[src/rtl/hazard_stall_ctrl.sv]
// hazard_stall_ctrl
// Pipeline control for the 5-stage RV32 core. It detects load-use hazards,
// EX-stage redirects and data-memory waits, and drives the pipeline-register
// enables/flushes and the PC enable. A small FSM watches memory waits and
// raises a sticky fatal error when a single access is stalled too long.
// Saturating counters record stall cycles and effective redirect flushes.
module hazard_stall_ctrl #(
    parameter int REG_IDX_WIDTH = 5,
    parameter int CNT_WIDTH     = 32,
    parameter int MEM_TIMEOUT   = 255
) (
    input  logic                     clk,
    input  logic                     reset,
    input  logic [REG_IDX_WIDTH-1:0] id_rs1,
    input  logic [REG_IDX_WIDTH-1:0] id_rs2,
    input  logic                     id_use_rs1,
    input  logic                     id_use_rs2,
    input  logic                     ex_mem_read,
    input  logic [REG_IDX_WIDTH-1:0] ex_rd,
    input  logic                     ex_redirect,
    input  logic                     mem_access,
    input  logic                     dmem_ready,
    output logic                     pc_en,
    output logic                     ifid_en,
    output logic                     ifid_flush,
    output logic                     idex_flush,
    output logic                     pipe_hold,
    output logic                     mem_timeout_err,
    output logic [CNT_WIDTH-1:0]     stall_cnt,
    output logic [CNT_WIDTH-1:0]     flush_cnt
);

    // Wide enough to hold MEM_TIMEOUT itself, so the terminal compare never wraps.
    localparam int TO_WIDTH = $clog2(MEM_TIMEOUT + 1);

    typedef enum logic [1:0] {
        M_IDLE = 2'd0,
        M_WAIT = 2'd1,
        M_ERR  = 2'd2
    } memState_t;

    memState_t           memState;
    logic [TO_WIDTH-1:0] toCnt;
    logic [TO_WIDTH-1:0] toCntInc;
    logic                inErr;
    logic                loadUse;
    logic                memStall;
    logic                redirectSel;

    assign inErr    = (memState == M_ERR);
    assign toCntInc = toCnt + 1'b1;

    // A load in EX whose destination is read by the instruction in ID; x0 never hazards.
    assign loadUse = ex_mem_read && (ex_rd != '0) &&
                     ((id_use_rs1 && (id_rs1 == ex_rd)) ||
                      (id_use_rs2 && (id_rs2 == ex_rd)));

    // Memory stall is only meaningful while the FSM is still alive.
    assign memStall = mem_access && !dmem_ready && !inErr;

    // Redirect wins only when nothing freezes the pipe; this is also what flush_cnt counts.
    assign redirectSel = !inErr && !memStall && ex_redirect;

    // Priority decode of the pipeline control outputs (error > mem stall > redirect > load-use).
    always_comb begin
        // NOTE: every output gets a default before the priority chain, so no path leaves one unassigned and no latch is inferred.
        pc_en      = 1'b1;
        ifid_en    = 1'b1;
        ifid_flush = 1'b0;
        idex_flush = 1'b0;
        pipe_hold  = 1'b0;
        if (inErr || memStall) begin
            // EX is frozen, so any redirect or load-use is re-presented once memory completes.
            pc_en     = 1'b0;
            ifid_en   = 1'b0;
            pipe_hold = 1'b1;
        end else if (ex_redirect) begin
            ifid_flush = 1'b1;
            idex_flush = 1'b1;
        end else if (loadUse) begin
            // The bubble clears ex_mem_read, so this lasts exactly one cycle.
            pc_en      = 1'b0;
            ifid_en    = 1'b0;
            idex_flush = 1'b1;
        end
    end

    // Memory-wait FSM: counts consecutive stalled cycles and latches a fatal timeout.
    always_ff @(posedge clk or posedge reset) begin
        // NOTE: state uses non-blocking assignments so every register samples pre-edge values, independent of block order.
        if (reset) begin
            memState        <= M_IDLE;
            toCnt           <= '0;
            mem_timeout_err <= 1'b0;
        end else begin
            case (memState)
                M_IDLE: begin
                    if (memStall) begin
                        toCnt <= TO_WIDTH'(1);
                        if (MEM_TIMEOUT == 1) begin
                            memState        <= M_ERR;
                            mem_timeout_err <= 1'b1;
                        end else begin
                            memState <= M_WAIT;
                        end
                    end
                end
                M_WAIT: begin
                    if (!memStall) begin
                        memState <= M_IDLE;
                        toCnt    <= '0;
                    end else begin
                        toCnt <= toCntInc;
                        if (toCntInc == TO_WIDTH'(MEM_TIMEOUT)) begin
                            memState        <= M_ERR;
                            mem_timeout_err <= 1'b1;
                        end
                    end
                end
                M_ERR: begin
                    // Absorbing until reset; dmem_ready is deliberately ignored here.
                    memState <= M_ERR;
                end
                default: begin
                    memState <= M_IDLE;
                    toCnt    <= '0;
                end
            endcase
        end
    end

    // Saturating performance counters: stalled cycles (outside M_ERR) and effective redirect flushes.
    always_ff @(posedge clk or posedge reset) begin
        if (reset) begin
            stall_cnt <= '0;
            flush_cnt <= '0;
        end else begin
            if (!pc_en && !inErr && (stall_cnt != '1)) begin
                stall_cnt <= stall_cnt + CNT_WIDTH'(1);
            end
            if (redirectSel && (flush_cnt != '1)) begin
                flush_cnt <= flush_cnt + CNT_WIDTH'(1);
            end
        end
    end

endmodule

[config.mk]
export PLATFORM = sky130hd
export DESIGN_NAME = hazard_stall_ctrl
export DESIGN_NICKNAME = d
export VERILOG_FILES = /design/src/rtl/hazard_stall_ctrl.sv
export SDC_FILE = /design/constraint.sdc
export NUM_CORES = 1
export LEC_CHECK = 0
export ABC_AREA = 1
export CORE_ASPECT_RATIO = 0.75
export CORE_MARGIN = 8
export CORE_UTILIZATION = 45
export DETAILED_ROUTE_END_ITERATION = 12
export PLACE_DENSITY = 0.73
export SLEW_MARGIN = 20
export SYNTH_ARGS = -nofsm -noshare
export SYNTH_HDL_FRONTEND = slang
export SYNTH_SLANG_ARGS = --single-unit
[constraint.sdc]
create_clock -name clk -period 2.2 [get_ports clk]
set_input_delay 0.22 -clock clk [delete_from_list [all_inputs] [get_ports clk]]
set_output_delay 0.22 -clock clk [all_outputs]
set_load 0.02 [all_outputs]
==> impl_results.md <==
- Pre-antenna DRT Iters: 7
- Pleak: 2.962 nW
- DR DRC count: 0
- Cts bufs inserted: 9
- Setup Fix Bufs, Post-CTS: 0
- Pins Over Slew Limit: 0
- Setup TNS: 0 ps
- Number of synthesized register bits: 75
- Io pins: 93
- Sequential fraction of the synthesis area: 37.75%
- Kind of launch point of the worst setup path: flip-flop
- Initial antenna violation count: 0
- Pin count of the biggest net entering global routing: 76
- First-pass GRT wire length: 23140 um
- Slowest CP cell: clkdlybuf4s50_1
- Sequential Power Share: 45.3%
- Post-CTS Hold Buffers: 0
- VDD IR max: 0.4643 mV
- Skew-Pair Late Insertion Delay: 340 ps
- CP Max Fanout: 6
- P_sw: 0.6589 mW
- RSZ-0062 raised after global routing: false
- RD Place Congestion: 0.9526
- Worst path required time: 1980 ps
- CTS clk-pin slew, worst paths: 60 ps
- Reg-to-Reg Start: stall_cnt[1]
- Worst-Margin Slew: 454.0 ps
- IO buf count: 92
- Setup ws final: 182.7 ps
- Final core occ: 59.21%
- Reg-to-reg slack, setup: 200 ps
- Fin nets: 855
- Post-Synthesis Cell Area: 4971 sq um
- Die area: 14700 sq um
- Outcome: completed
- Post-synthesis average cell area: 6.847 sq um
- Hold slack final: 292.9 ps
- Htree depth: 3
- Worst reg2reg path depth: 10
- Syn. warnings: 0
- CTS tree: done
- Setup Crit Path Kind: reg -> out
- Cell-internal power: 2.412 mW
- Final hold vios: 0
- Post-route ant nets: 0
- CP Cell Sequence: inv_2, nand2_2, nand2_1, nor2_2, clkdlybuf4s50_1
- Antenna diode count: 0
- DRT iter0 DRCs: 510
- Endpoint kind of the worst setup timing path: output pin
- Initial Util: 45.78%
- Core outline area: 10860 sq um
- Tmin final: 2017 ps
- Die Wd: 137.4 um
- Worst relative slew slack: 69.57%
- DR WL/cell: 14.56 um
- Clock sinks: 75
- Num rows: 33
- Number of global-route vias before repair: 4658
- Clock network power share: 50.7%
- GRT Total Usage: 19.62%
- Share of layout cells above drive strength 1: 8.043%
- Hpwl dp: 10710 um
- Wirelength, routed: 14170 um
- CTS max path bufs: 2
- Final period utilization: 91.69%
- Switching part of the total: 21.45%
- Final setup vio count: 0
- Arrival @ worst endpoint: 1800 ps
- Syn nets: 753
- Crit path launch: memState[0]
- Setup Skew: 5.886 ps
- Worst stage delay on the critical path: 630 ps
- Vias after detailed routing: 5067
- DIE HEIGHT: 107.0 um
- Synth-to-Final Area Change: 29.35%
- Post-Synthesis Cells: 726
- Achievable Freq: 495.7 MHz
- Root Buffer: clkbuf_16
- PwrDens: 477.6 nW/um^2
- Reg2reg end: stall_cnt[5]
- Max-cap check violation count: 0
- GRT Residual Overflow: 0
- Place WS: -91.41 ps
- Worst hold path class: in -> async
- Vias/cell: 5.208
- Combinational share of power: 4.0%
- Post-synth cell types: 31
cells by family (layout without fill, tap and decap cells):
kind of cell | count (synthesis) | after routing | share of synthesized area, %
simple gates | 471 | 471 | 40.90
mux | 1 | 1 | 0.2014
xor+xnor | 51 | 51 | 8.986
compound gates | 27 | 27 | 3.045
flops | 75 | 75 | 37.75
fa+ha+maj | 4 | 4 | 1.007
buf+inv | 97 | 204 | 8.104
layout by cell type (no fill, tap or decap), drive strengths merged, types with 20 or more instances in the layout:
| master | instances |
|---|---|
| clkdlybuf4s50 | 89 |
| dfrtp | 75 |
| inv | 78 |
| nand2 | 286 |
| nand3 | 31 |
| nand4 | 44 |
| nor2 | 78 |
| nor3 | 25 |
| o21ai | 23 |
| xnor2 | 20 |
| xor2 | 31 |
power by group through the flow:
| stage | combinational, mW | clock [mW] | sequential (mW) |
|---|---|---|---|
| 5_1_grt | 0.138 | 1.64 | 1.39 |
| 3_3_place_gp | 0.120 | 0 | 1.41 |
| 3_5_place_dp | 0.124 | 0 | 1.41 |
| 6_report | 0.122 | 1.56 | 1.39 |
| 2_1_floorplan | 0.0582 | 0 | 1.41 |
| 4_1_cts | 0.124 | 1.58 | 1.39 |
state kept, by name (all words and copies together) (netlist names):
| register | count |
|---|---|
| toCnt | 8 |
| stall_cnt | 32 |
| memState | 2 |
| flush_cnt | 32 |
| mem_timeout_err | 1 |
critical path: cells and delay by family (launching register included):
family	cells	cell delay (ps)
flip-flops	1	380
buffers and inverters	2	710
AND/OR/NAND/NOR	3	370
worst max-delay path by stage:
stage	endpoint	slack [ps]	cells past startpoint
2_1_floorplan	flush_cnt[0]	70	1
3_3_place_gp	ifid_en	-50	11
3_5_place_dp	pc_en	-90	11
4_1_cts	ifid_flush	160	5
5_1_grt	stall_cnt[2]	10	10
6_report	ifid_flush	180	5
cell usage after synthesis:
| library cell | instances | share of area, % |
|---|---|---|
| a21boi_4 | 1 | 0.38 |
| a21oi_1 | 1 | 0.10 |
| buf_1 | 3 | 0.23 |
| buf_2 | 7 | 0.70 |
| buf_4 | 2 | 0.30 |
| buf_6 | 3 | 0.68 |
| clkbuf_1 | 3 | 0.23 |
| clkinv_1 | 1 | 0.075 |
| dfrtp_1 | 75 | 38 |
| ha_1 | 4 | 1.0 |
| inv_1 | 59 | 4.5 |
| inv_2 | 19 | 1.4 |
| mux2i_1 | 1 | 0.20 |
| nand2_1 | 283 | 21 |
| nand2_2 | 3 | 0.38 |
| nand3_1 | 29 | 2.9 |
| nand3_2 | 1 | 0.20 |
| nand3_4 | 1 | 0.35 |
| nand3b_1 | 7 | 1.1 |
| nand4_1 | 43 | 5.4 |
| nand4_2 | 1 | 0.25 |
| nor2_1 | 75 | 5.7 |
| nor2_2 | 2 | 0.25 |
| nor2_4 | 1 | 0.23 |
| nor3_1 | 22 | 2.2 |
| nor3_2 | 3 | 0.60 |
| o21ai_0 | 8 | 0.81 |
| o21ai_1 | 15 | 1.5 |
| o22ai_1 | 2 | 0.25 |
| xnor2_1 | 20 | 3.5 |
| xor2_1 | 31 | 5.5 |
through the flow:
stage	total power, mW	cells	cell area [sq um]
after detailed placement	1.538	957	6113
final	3.071	973	6430
after CTS	3.095	973	6427
after global placement	1.535	957	6113
after floorplan	1.472	726	4971
after global routing	3.167	973	6430
per-layer routing:
metal  vias to the layer above  track usage (%)  part of all wire (%)  routed length (um)
li1                       2512                -                     -                   -
met1                      2342            28.41                    47                6673
met2                       195            27.98                    43                6074
met3                        18            5.561                   8.9                1261
met4                         0            4.872                   1.1                 161
met5                         -                0                     0                   0
what timing repair did:
| item | CTS | global route |
|---|---|---|
| setup endpoints to repair | 3 | 4 |
| hold endpoints to repair | 0 | 0 |
| resized for setup | 4 | 1 |
layout make-up:
| class | instances | area (sq um) |
|---|---|---|
| Fill cell | 1010 | 4429 |
| Multi-Input combinational cell | 554 | 2696 |
| Sequential cell | 75 | 1877 |
| Timing Repair Buffer | 109 | 1070 |
| Inverter | 79 | 296.5 |
| Clock buffer | 13 | 270.3 |
| Tap cell | 140 | 175.2 |
| Clock inverter | 3 | 45.04 |
Note: power is estimated with default switching activity, not from simulation.
